--- config.mk ---
export PLATFORM = sky130hd
export DESIGN_NAME = gfx_pixel_coalescer128
export DESIGN_NICKNAME = d
export VERILOG_FILES = /design/src/rtl/gfx_pixel_coalescer128.sv
export SDC_FILE = /design/constraint.sdc
export NUM_CORES = 1
export LEC_CHECK = 0
export BUFFER_PORTS_ARGS = -buffer_cell sky130_fd_sc_hd__buf_4
export CORE_MARGIN = 2
export CORE_UTILIZATION = 61
export DETAILED_ROUTE_END_ITERATION = 12
export PLACE_DENSITY = 0.83
export SLEW_MARGIN = 0
export SYNTH_ARGS = -nofsm -noshare
export SYNTH_HDL_FRONTEND = slang
export SYNTH_SLANG_ARGS = --single-unit
--- constraint.sdc ---
create_clock -name clk_i -period 6.44 [get_ports clk_i]
set_clock_uncertainty 0.05 [all_clocks]
set_input_delay 0.322 -clock clk_i [delete_from_list [all_inputs] [get_ports clk_i]]
set_output_delay 0.322 -clock clk_i [all_outputs]
set_load 0.005 [all_outputs]
--- src/rtl/gfx_pixel_coalescer128.sv ---
// Write-combining buffer: packs 8/16/32bpp pixel writes into one 16-byte line
// and evicts it as a single 128-bit bus write on full line, miss, flush or timeout.
module gfx_pixel_coalescer128 #(
  parameter int ADDR_W  = 32,
  parameter int TIMEOUT = 15
) (
  input  logic              clk_i,
  input  logic              rst_ni,
  input  logic [1:0]        color_depth_i,
  input  logic              pix_valid_i,
  output logic              pix_ready_o,
  input  logic [ADDR_W-1:0] pix_addr_i,
  input  logic [31:0]       pix_color_i,
  input  logic              flush_i,
  output logic              idle_o,
  output logic              mem_cyc_o,
  output logic              mem_stb_o,
  output logic              mem_we_o,
  output logic [ADDR_W-1:0] mem_adr_o,
  output logic [15:0]       mem_sel_o,
  output logic [127:0]      mem_dat_o,
  input  logic              mem_ack_i
);

  localparam logic [1:0] S_EMPTY   = 2'd0;
  localparam logic [1:0] S_COLLECT = 2'd1;
  localparam logic [1:0] S_WRITE   = 2'd2;

  localparam int TMO_W = (TIMEOUT < 2) ? 1 : $clog2(TIMEOUT + 1);

  // 16bpp and 32bpp pixels are forced onto their natural alignment
  function automatic logic [3:0] lane_off(input logic [3:0] a, input logic [1:0] d);
    case (d)
      2'd1:    lane_off = {a[3:1], 1'b0};
      2'd3:    lane_off = {a[3:2], 2'b00};
      default: lane_off = a;
    endcase
  endfunction

  function automatic logic [15:0] pix_sel(input logic [3:0] a, input logic [1:0] d);
    logic [15:0] base;
    case (d)
      2'd1:    base = 16'h0003;
      2'd3:    base = 16'h000F;
      default: base = 16'h0001;
    endcase
    pix_sel = base << lane_off(a, d);
  endfunction

  function automatic logic [127:0] pix_data(input logic [3:0] a, input logic [31:0] c,
                                             input logic [1:0] d);
    logic [31:0] m;
    case (d)
      2'd1:    m = {16'h0000, c[15:0]};
      2'd3:    m = c;
      default: m = {24'h000000, c[7:0]};
    endcase
    pix_data = {96'd0, m} << {lane_off(a, d), 3'b000};
  endfunction

  function automatic logic [127:0] byte_mask(input logic [15:0] s);
    for (int i = 0; i < 16; i++) byte_mask[i*8 +: 8] = {8{s[i]}};
  endfunction

  logic [1:0]        r_state, w_state;
  logic [127:0]      r_data, w_data;
  logic [15:0]       r_sel, w_sel;
  logic [ADDR_W-5:0] r_tag, w_tag;
  logic              r_pend_vld, w_pend_vld;
  logic [ADDR_W-1:0] r_pend_addr, w_pend_addr;
  logic [31:0]       r_pend_color, w_pend_color;
  logic [1:0]        r_pend_depth, w_pend_depth;
  logic [TMO_W-1:0]  r_tmo, w_tmo;

  logic              w_accept, w_pix_ok, w_hit, w_wr;
  logic [15:0]       w_psel, w_msel;
  logic [127:0]      w_pdata;

  assign pix_ready_o = (r_state != S_WRITE) && !r_pend_vld;
  assign idle_o      = (r_state == S_EMPTY) && !r_pend_vld;
  assign w_accept    = pix_valid_i && pix_ready_o;
  assign w_pix_ok    = w_accept && (color_depth_i != 2'd2);
  assign w_hit       = (pix_addr_i[ADDR_W-1:4] == r_tag);
  assign w_psel      = pix_sel(pix_addr_i[3:0], color_depth_i);
  assign w_pdata     = pix_data(pix_addr_i[3:0], pix_color_i, color_depth_i);
  assign w_msel      = r_sel | w_psel;

  always_comb begin
    w_state      = r_state;
    w_data       = r_data;
    w_sel        = r_sel;
    w_tag        = r_tag;
    w_pend_vld   = r_pend_vld;
    w_pend_addr  = r_pend_addr;
    w_pend_color = r_pend_color;
    w_pend_depth = r_pend_depth;
    w_tmo        = '0;
    case (r_state)
      S_EMPTY: begin
        if (w_pix_ok) begin
          w_data  = w_pdata;
          w_sel   = w_psel;
          w_tag   = pix_addr_i[ADDR_W-1:4];
          w_state = S_COLLECT;
        end
      end
      S_COLLECT: begin
        w_tmo = r_tmo + 1'b1;
        if (w_pix_ok) begin
          w_tmo = '0;
          if (w_hit) begin
            w_data = (r_data & ~byte_mask(w_psel)) | w_pdata;
            w_sel  = w_msel;
            if (flush_i || (w_msel == 16'hFFFF)) w_state = S_WRITE;
          end else begin
            // Miss: park the pixel and evict the current line first
            w_pend_vld   = 1'b1;
            w_pend_addr  = pix_addr_i;
            w_pend_color = pix_color_i;
            w_pend_depth = color_depth_i;
            w_state      = S_WRITE;
          end
        end else if (flush_i) begin
          w_state = S_WRITE;
        end else if ((TIMEOUT != 0) && (w_tmo == TMO_W'(TIMEOUT))) begin
          w_state = S_WRITE;
        end
      end
      S_WRITE: begin
        if (mem_ack_i) begin
          w_data  = '0;
          w_sel   = '0;
          w_state = S_EMPTY;
          if (r_pend_vld) begin
            w_data     = pix_data(r_pend_addr[3:0], r_pend_color, r_pend_depth);
            w_sel      = pix_sel(r_pend_addr[3:0], r_pend_depth);
            w_tag      = r_pend_addr[ADDR_W-1:4];
            w_pend_vld = 1'b0;
            w_state    = S_COLLECT;
          end
        end
      end
      default: w_state = S_EMPTY;
    endcase
  end

  always_ff @(posedge clk_i or negedge rst_ni) begin
    if (!rst_ni) begin
      r_state      <= S_EMPTY;
      r_data       <= '0;
      r_sel        <= '0;
      r_tag        <= '0;
      r_pend_vld   <= 1'b0;
      r_pend_addr  <= '0;
      r_pend_color <= '0;
      r_pend_depth <= '0;
      r_tmo        <= '0;
    end else begin
      r_state      <= w_state;
      r_data       <= w_data;
      r_sel        <= w_sel;
      r_tag        <= w_tag;
      r_pend_vld   <= w_pend_vld;
      r_pend_addr  <= w_pend_addr;
      r_pend_color <= w_pend_color;
      r_pend_depth <= w_pend_depth;
      r_tmo        <= w_tmo;
    end
  end

  // Bus outputs decode straight from state so reset drops them without a clock
  assign w_wr      = (r_state == S_WRITE);
  assign mem_cyc_o = w_wr;
  assign mem_stb_o = w_wr;
  assign mem_we_o  = w_wr;
  assign mem_adr_o = w_wr ? {r_tag, 4'h0} : '0;
  assign mem_sel_o = w_wr ? r_sel : '0;
  assign mem_dat_o = w_wr ? (r_data & byte_mask(r_sel)) : '0;

endmodule

# After elaboration in Yosys (flattened, before gate mapping)

Cells that the tools add are included.

Bitwise gates (word level): 6
Eq/ne operators: 19
Shifts and indexed selects: 4
Reduce and logical (&&, ||, !) cells: 15
Add/sub/neg operators: 1
Mux-type cells: 49

Operator list:

| kind                                           | count |
|---|---|
| 128-bit 2-to-1 mux                             | 6 |
| 128-bit case mux with 3 select lines           | 1 |
| 128-bit AND                                    | 2 |
| 32-bit by 7-bit << shifter with 128-bit output | 2 |
| 16-bit 2-to-1 mux                              | 9 |
| 32-bit 2-to-1 mux                              | 4 |
| 128-bit inverter                               | 1 |
| 128-bit OR                                     | 1 |
| 32-bit case mux with 2 select lines            | 2 |
| 28-bit 2-to-1 mux                              | 3 |
| 28-bit case mux with 2 select lines            | 1 |
| 16-bit case mux with 3 select lines            | 1 |
| 28-bit == test                                 | 1 |
| 4-bit 2-to-1 mux                               | 5 |
| 16-bit == test, second input constant          | 1 |
| 2-bit inequality test, second input constant   | 8 |
| 16-bit OR                                      | 1 |
| 4-bit case mux with 2 select lines             | 2 |
| 16-bit by 4-bit << shifter with 16-bit output  | 1 |
| 4-bit by 4-bit << shifter with 16-bit output   | 1 |
| 2-bit 2-to-1 mux                               | 7 |
| 4-bit AND reduction                            | 3 |
| 4-bit inequality test, second input constant   | 2 |
| 2-bit case mux with 2 select lines             | 2 |
| other kinds (16)                               | 27 |

Input port bits: 71
Bits in registers: 245
Output and inout port bits: 181
Word-level logic and storage cells: 103

# Longest topological paths before layout

Gate-level depths: netlist of the first run.

Depth after elaboration: 10
Mapped depth: 11
Gate-level depth less buffers: 8

# Worst setup path before layout of the first run

No wires, ideal clock.

Kind: register to register
Start point: register r_state[0]
End point: register r_data[112]
Cell stages (with the launch flop): 11
Clock period less this slack: 2.493 ns
Setup slack: 3.947 ns
Path buffers: 2
Arrival: 2.322 ns
Cells stage by stage: dfrtp_1 -> inv_1 -> ha_1 -> buf_4 -> nor2_4 -> nand3_2 -> or3_1 -> o31ai_4 -> buf_8 -> o211ai_4 -> a22o_1

RTL lines:

| element                                                                      | RTL line | RTL |
|---|---|---|
| start: declaration                                                           | 65       | `logic [1:0] r_state, w_state;` |
| start signal: assignment                                                     | 159      | `r_state <= w_state;` |
| 2-bit == test *                                                              | -        |  |
| via mem_cyc_o                                                                | 16       | `output logic mem_cyc_o,` |
| 2-bit inequality test (no line) / 3-bit nonzero test (equally long branches) | -        |  |
| 5-bit AND reduction (no line)                                                | -        |  |
| end signal: assignment                                                       | 160      | `r_data <= w_data;` |
| end: declaration                                                             | 66       | `logic [127:0] r_data, w_data;` |

The timed path passes the listed nets; every way through them passes the cells marked *.
A chain may end at the register's enable or synchronous reset.

# Worst setup path after layout of the first run

Start point: register r_state[0]
End point: register r_data[95]

Cells in the longest elaborated chain, start to end: 6

Ends and longest elaborated chain:

| element                         | RTL line | RTL |
|---|---|---|
| 2-bit inequality test           | 79       | `assign pix_ready_o = (r_state != S_WRITE) && !r_pend_vld;` |
| 1-bit logical AND               | 79       |  |
| 1-bit logical AND               | 81       | `assign w_accept = pix_valid_i && pix_ready_o;` |
| 1-bit logical AND               | 82       | `assign w_pix_ok = w_accept && (color_depth_i != 2'd2);` |
| 2-bit inequality test (no line) | -        |  |
| 5-bit AND reduction (no line)   | -        |  |

Parallel ways exist; a longest one is shown, timed or not.

==> results of run 1 <==
## flip-flops by register name, summed over array words and instances, names as in the netlist
signal / cells
r_data: 128
r_pend_addr: 32
r_pend_color: 32
r_pend_depth: 2
r_pend_vld: 1
r_sel: 16
r_state: 2
r_tag: 28
r_tmo: 4
## worst max-delay path by stage
stage                            from                       to  slack [ns]  depth (start not counted)
4_1_cts        r_state[0]$_DFFE_PN0P_    r_sel[10]$_DFFE_PN0P_        2.33                         10
3_5_place_dp   r_state[0]$_DFFE_PN0P_   r_data[96]$_DFFE_PN0P_        2.36                          8
5_1_grt        r_state[0]$_DFFE_PN0P_   r_data[98]$_DFFE_PN0P_        1.92                          8
2_1_floorplan  r_state[0]$_DFFE_PN0P_  r_data[112]$_DFFE_PN0P_        3.95                         10
6_report       r_state[0]$_DFFE_PN0P_   r_data[95]$_DFFE_PN0P_        2.22                         10
3_3_place_gp   r_state[0]$_DFFE_PN0P_    r_sel[10]$_DFFE_PN0P_        2.47                         10
## routing by layer
metal / up-vias / part of all wire (%) / wire length [um]
met3: 172 / 11 / 5210
met5: - / 0 / 0
li1: 5668 / - / -
met2: 899 / 46 / 20900
met4: 0 / 4.4 / 2020
met1: 6247 / 39 / 17800
## report_power, final
part / leakage [nW] / internal, W / switching (W)
Clock: 0.437 / 0.000957 / 0.000640
Sequential: 3.18 / 0.00212 / 0.000704
Combinational: 4.34 / 0.00138 / 0.00223
Total: 7.96 / 0.00446 / 0.00357
## kinds of logic after synthesis
logic type / Yosys count / share of synthesized area [%]
AND/OR/NAND/NOR: 374 / 15.0
flip-flops: 245 / 43.5
multiplexers: 98 / 8.33
adder cells (fa/ha/maj): 6 / 0.533
buffers and inverters: 151 / 5.16
other: 1 / 0.0266
XOR/XNOR: 30 / 1.86
AO/OA/AOI/OAI: 489 / 25.6
## synthesized netlist by cell type, types with 6 or more instances
cell / count
a21oi_1: 76
a222oi_1: 8
a22o_1: 83
a22oi_1: 74
a31oi_1: 21
and2_1: 49
and3_1: 132
buf_1: 15
buf_2: 11
buf_4: 20
buf_6: 8
clkbuf_1: 80
dfrtp_1: 245
ha_1: 6
inv_1: 16
mux2_2: 38
mux2_4: 29
mux2i_1: 31
nand2_1: 47
nand2b_1: 9
nand3_1: 14
nor2_1: 65
nor2b_1: 17
nor3b_1: 10
o211ai_4: 11
o21ai_0: 57
o22ai_1: 73
o2bb2ai_1: 52
xor2_1: 25
## through the flow
step           utilization, %  total power (W)  hold slack, ns  instance area (sq um)  cells
3_5_place_dp             69.8          0.00626           0.422                  15800   1808
5_1_grt                  75.5          0.00841         0.00336                  17100   1891
4_1_cts                  75.4          0.00790        0.000184                  17100   1890
3_3_place_gp             69.8          0.00613           0.420                  15800   1808
6_report                 75.5          0.00804        -0.00442                  17100   1891
2_1_floorplan               -          0.00521         -0.0236                  14100   1397
## critical path, stage by stage (launching register included)
cell     delay (ns)
dfrtp_1        0.40
inv_1          0.11
ha_4           0.37
nor2_4         0.18
nand3_2        0.17
or3_1          0.44
o31ai_4        0.17
buf_4          0.57
and2_2         0.68
buf_4          0.65
a22o_1         0.27
## layout make-up
type,count,area share [%]
flip-flops and latches,245,35.9
clock buffers,32,4.24
well taps,285,2.09
repair buffers,298,13.7
clock inverters,14,1.08
multi-input cells,1001,42.7
inverters,16,0.352
==> reports/metrics.yaml, run 1 <==
floorplan:
  rows: 55
  io_pins: 252
  core_region_area_sq_um: 22600
  design.die.area_sq_um: 24300
  start_util_pct: 62.2
  die_w_um: 156
  dieHeight_um: 156
route:
  wl_per_cell_um: 24.3
  route.detailed.drc: 0
  ant_nets: 0
  firstDrtPassIters: 8
  avgViaCountPerCell: 6.87
  drt_wl_total_um: 45900
  detailroute.via_count: 12986
  drtIter0Drc: 1700
final_layout:
  final_cell_mix: "buf_4, dfrtp_1, and3_1"
  multi_input_area_sq_um: 7290
  antenna-diode-count: 0
  final_common_cell: "buf_4"
  final_nets: 1665
  fillCellCount: 1562
  drive_above_1_share_pct: 25.1
  regArea_sq_um: 6130
  area_growth_pct: 21.3
global_routing:
  first_global_vias: 12714
  antenna_found_initial: 0
  grt_util_met1_pct: 50.3
  grt.met2_usage_pct: 57.9
  grt_usage_pct: 36.9
  grt_max_degree: 149
  grt_pass1_wl_um: 70500
  busiest_layer: "met2"
  grt_use_met3_pct: 8.17
  overflow: 0
sta:
  rsz0062_at_grt: "no"
  period_share_pct: 65.5
  fin_crit_ns: 4.22
  slew_viol_final: 0
  hold_viol: 2
  finalSetupViolCount: 0
  slew_headroom_pct: 16.0
  fin_ws_ns: 2.22
  setup_tns_ns: 0
  hold_slack_ns: -0.00442
  worst_pin_slew_ns: 1.26
  timing.fmax_mhz: 237
logic_synthesis:
  syn-cell-area_sq_um: 14100
  synth_area_leader_cell: "dfrtp_1"
  synth_edf_count: 0
  synthCells: 1394
  async_reset_ff_share_pct: 100
  ys.flop_type: "dfrtp_1"
  synthTopCellsByArea: "dfrtp_1, and3_1, a22o_1"
  yosys.area.top_type_share_pct: 43.5
  ys_warn_count: 0
  ys_seq_area_share_pct: 43.5
  synth.ff_latch_count: 245
  ys_types: 66
  syn_avg_cell_area_sq_um: 10.1
clock_tree:
  ctsLongestPathBuffers: 3
  h-tree-depth: 1
  cts_buffers: 26
  insertion_delay_ns: 0.55
  clkTransAtPathRegs_ns: 0.06
  cts_setup_buffers: 0
  post_cts_resized: 0
  cts_tree: "done"
  hold_buffers: 36
  clockRootBuffer: "clkbuf_16"
  clock_sinks: 245
power:
  p_leak_nw: 7.96
  ir_worst_vdd_mv: 0.383
  p_per_area_nw_per_um2: 470
min_path:
  hp-class: "input pin to flop"
  hold_depth: 2
  hp-start: "pix_color_i[22]"
  worst_hold_path.endpoint: "r_pend_color[22]$_DFFE_PN0P_"
status:
  violations: "hold timing"
  status: "complete, but fails checks"
setup_path:
  crit_fanout: 66
  regToRegStartpoint: "r_state[0]$_DFFE_PN0P_"
  end_kind: "flop"
  reg2reg_slack_ns: 2.22
  critPathArrivalTime_ns: 4.63
  cp.required_ns: 6.86
  regToRegEndpoint: "r_data[95]$_DFFE_PN0P_"
  startpoint_type: "flop"
  r2r_cells: 10
  setup.worst_path.class: "flop to flop"
placed_design:
  hpwl_um: 30100
  place.gp.congestion: 0.974
  portBuffers: 247
  pre_cts_slack_ns: 2.36
job:
  drv_cap: 0
Power figures use the tool's default switching activity.
==> run 2: changes to the inputs <==
CORE_UTILIZATION = 51   (was 61)
PLACE_DENSITY = 0.74   (was 0.83)
clock period = 3.6 ns   (was 6.44 ns; I/O delays follow)
==> run 2 against run 1 <==
The run now ends clean. Combinational power up 84%. Sequential share of layout area shrank 1.1 points. Clock power is 72% higher. Routed wire length is 1.5% higher. Register-to-register slack worse by 1.7 ns. Core utilization down 10 points. Total power increased by 79%. Critical path depth down 4. Design area up 3.3%. Global-route usage shrank 5.3 points. Critical path type is now flop to output port. Highest routed layer unchanged.
==> reports/metrics.yaml, run 2 (synthesis results as in run 1) <==
route:
  route.detailed.drc: 0
  dr_wl_met2_um: 21500
  detailroute.via_count: 12895
  wl_per_cell_um: 23.3
  wl_met1_um: 18600
  ant_nets: 0
  drtIter0Drc: 1661
  firstDrtPassIters: 6
  avgViaCountPerCell: 6.46
  drt_wl_total_um: 46600
  dr.max_layer_used: "met4"
  wl_met3_um: 5100
floorplan:
  start_util_pct: 52.1
  dieHeight_um: 170
  die_w_um: 170
  core_region_area_sq_um: 27000
  design.die.area_sq_um: 29000
  io_pins: 252
  rows: 60
sta:
  timing.fmax_mhz: 302
  slew_headroom_pct: 16.7
  period_share_pct: 91.9
  worst_pin_slew_ns: 1.25
  finalSetupViolCount: 0
  setup_tns_ns: 0
  hold_viol: 0
  slew_viol_final: 0
  rsz0062_at_grt: "no"
  fin_crit_ns: 3.31
setup_path:
  r2r_cells: 9
  startpoint_type: "flop"
  regToRegEndpoint: "r_data[48]$_DFFE_PN0P_"
  cp_slowest_stage_delay_ns: 0.51
  critPathTopFamily: "buffers and inverters"
  end_kind: "output port"
  crit_top_cell: "buf_6"
  crit_fanout: 91
  cpMaxStageDelayCell: "ha_4"
  critPathArrivalTime_ns: 3.08
  cp.required_ns: 3.37
  crit_chain: "inv_1, ha_4, buf_6, buf_6, and3_1, buf_4"
  reg2reg_slack_ns: 0.48
  regToRegStartpoint: "r_state[0]$_DFFE_PN0P_"
  crit_buf_inv: 4
  setup.worst_path.class: "flop to output port"
clock_tree:
  cts_setup_buffers: 0
  ctsLongestPathBuffers: 3
  cts_tree: "done"
  clkTransAtPathRegs_ns: 0.06
  insertion_delay_ns: 0.54
  cts_buffers: 27
  h-tree-depth: 1
  clockRootBuffer: "clkbuf_16"
  clock_sinks: 245
min_path:
  hp-class: "input pin to flop"
  hp-start: "color_depth_i[0]"
  worst_hold_path.endpoint: "r_pend_depth[0]$_DFFE_PN0P_"
  hold_depth: 2
power:
  p_per_area_nw_per_um2: 816
  p_total_w: 0.0144
  ir_worst_vdd_mv: 0.441
  p_leak_nw: 8.19
final_layout:
  instances_no_fill: 1997
  utilization_pct: 65.3
  top_regs: "r_data (128), r_pend_addr (32), r_pend_color (32)"
  final_nets: 1717
  drive_above_1_share_pct: 25.4
  antenna-diode-count: 0
  final_cell_mix: "buf_4, dfrtp_1, and3_1"
  area_growth_pct: 25.2
  largest_reg_flops: 128
  top_register: "r_data"
  final_common_cell: "buf_4"
global_routing:
  antenna_found_initial: 0
  first_global_vias: 12416
  grt_usage_pct: 31.6
  grt_pass1_wl_um: 71400
  grt_max_degree: 123
  overflow: 0
placed_design:
  place.gp.congestion: 0.941
  portBuffers: 247
  hpwl_um: 31500
  dp_cells: 1884
status:
  status: "completed"
job:
  drv_cap: 0
run 2: cell types whose count changed in the layout (fill, tap and decap cells not counted), sizes merged:
cell,before,now
buf,261,281
clkinvlp,4,2
bufinv,4,1
clkbuf,32,40
dlygate4sd3,37,68
clkinv,6,2
run 2: final cells by class:
cell class / instances / area [sq um]
Clock buffer: 40 / 825
Clock inverter: 5 / 55.1
Fill cell: 2120 / 9380
Inverter: 16 / 60.1
Multi-Input combinational cell: 1001 / 7290
Sequential cell: 245 / 6130
Tap cell: 341 / 427
Timing Repair Buffer: 349 / 2860
run 2: what timing repair did:
item	CTS	global route
hold endpoints to repair	218	0
pin swaps	0	0
hold buffers	68	0
resized for setup	1	1
endpoints found under the setup margin	61	54
run 2: worst max path at each step:
stage	end	slack (ns)	cells after the start	start
2_1_floorplan	r_data[112]$_DFFE_PN0P_	1.11	10	r_state[0]$_DFFE_PN0P_
5_1_grt	mem_dat_o[75]	0.11	6	r_state[0]$_DFFE_PN0P_
3_5_place_dp	r_sel[10]$_DFFE_PN0P_	0.53	10	r_state[0]$_DFFE_PN0P_
4_1_cts	mem_dat_o[73]	0.17	6	r_state[0]$_DFFE_PN0P_
6_report	mem_dat_o[75]	0.29	6	r_state[0]$_DFFE_PN0P_
3_3_place_gp	r_data[15]$_DFFE_PN0P_	0.65	7	r_state[0]$_DFFE_PN0P_
run 2: worst reg2reg max path, stage by stage (launching register included):
cell and delay (ns):
dfrtp_1 0.39, inv_1 0.10, ha_4 0.34, nor2_4 0.16
nand3_2 0.18, or3_1 0.45, o31ai_4 0.24, buf_12 0.31
o211ai_1 0.41, a22o_1 0.37
run 2: power breakdown:
group	internal, W	switching [W]	total (W)
combinational	0.00265	0.00398	0.00663
sequential	0.00380	0.00121	0.00500
clock	0.00164	0.00112	0.00276
run 2: layer usage:
| metal | vias up | global-route usage, % |
|---|---|---|
| li1 | 5768 | - |
| met5 | - | 0 |
| met2 | 764 | 50.4 |
| met3 | 105 | 5.77 |
| met1 | 6258 | 44.0 |
| met4 | 0 | 9.92 |
run 2: per-stage QoR:
| step | hold WS, ns | worst slack, ns | area [sq um] |
|---|---|---|---|
| 4_1_cts | 0.0723 | 0.170 | 17600 |
| 2_1_floorplan | -0.166 | 1.11 | 14100 |
| 6_report | 0.0991 | 0.292 | 17600 |
| 3_5_place_dp | 0.306 | 0.531 | 16100 |
| 5_1_grt | 0.117 | 0.108 | 17600 |
| 3_3_place_gp | 0.309 | 0.646 | 16100 |
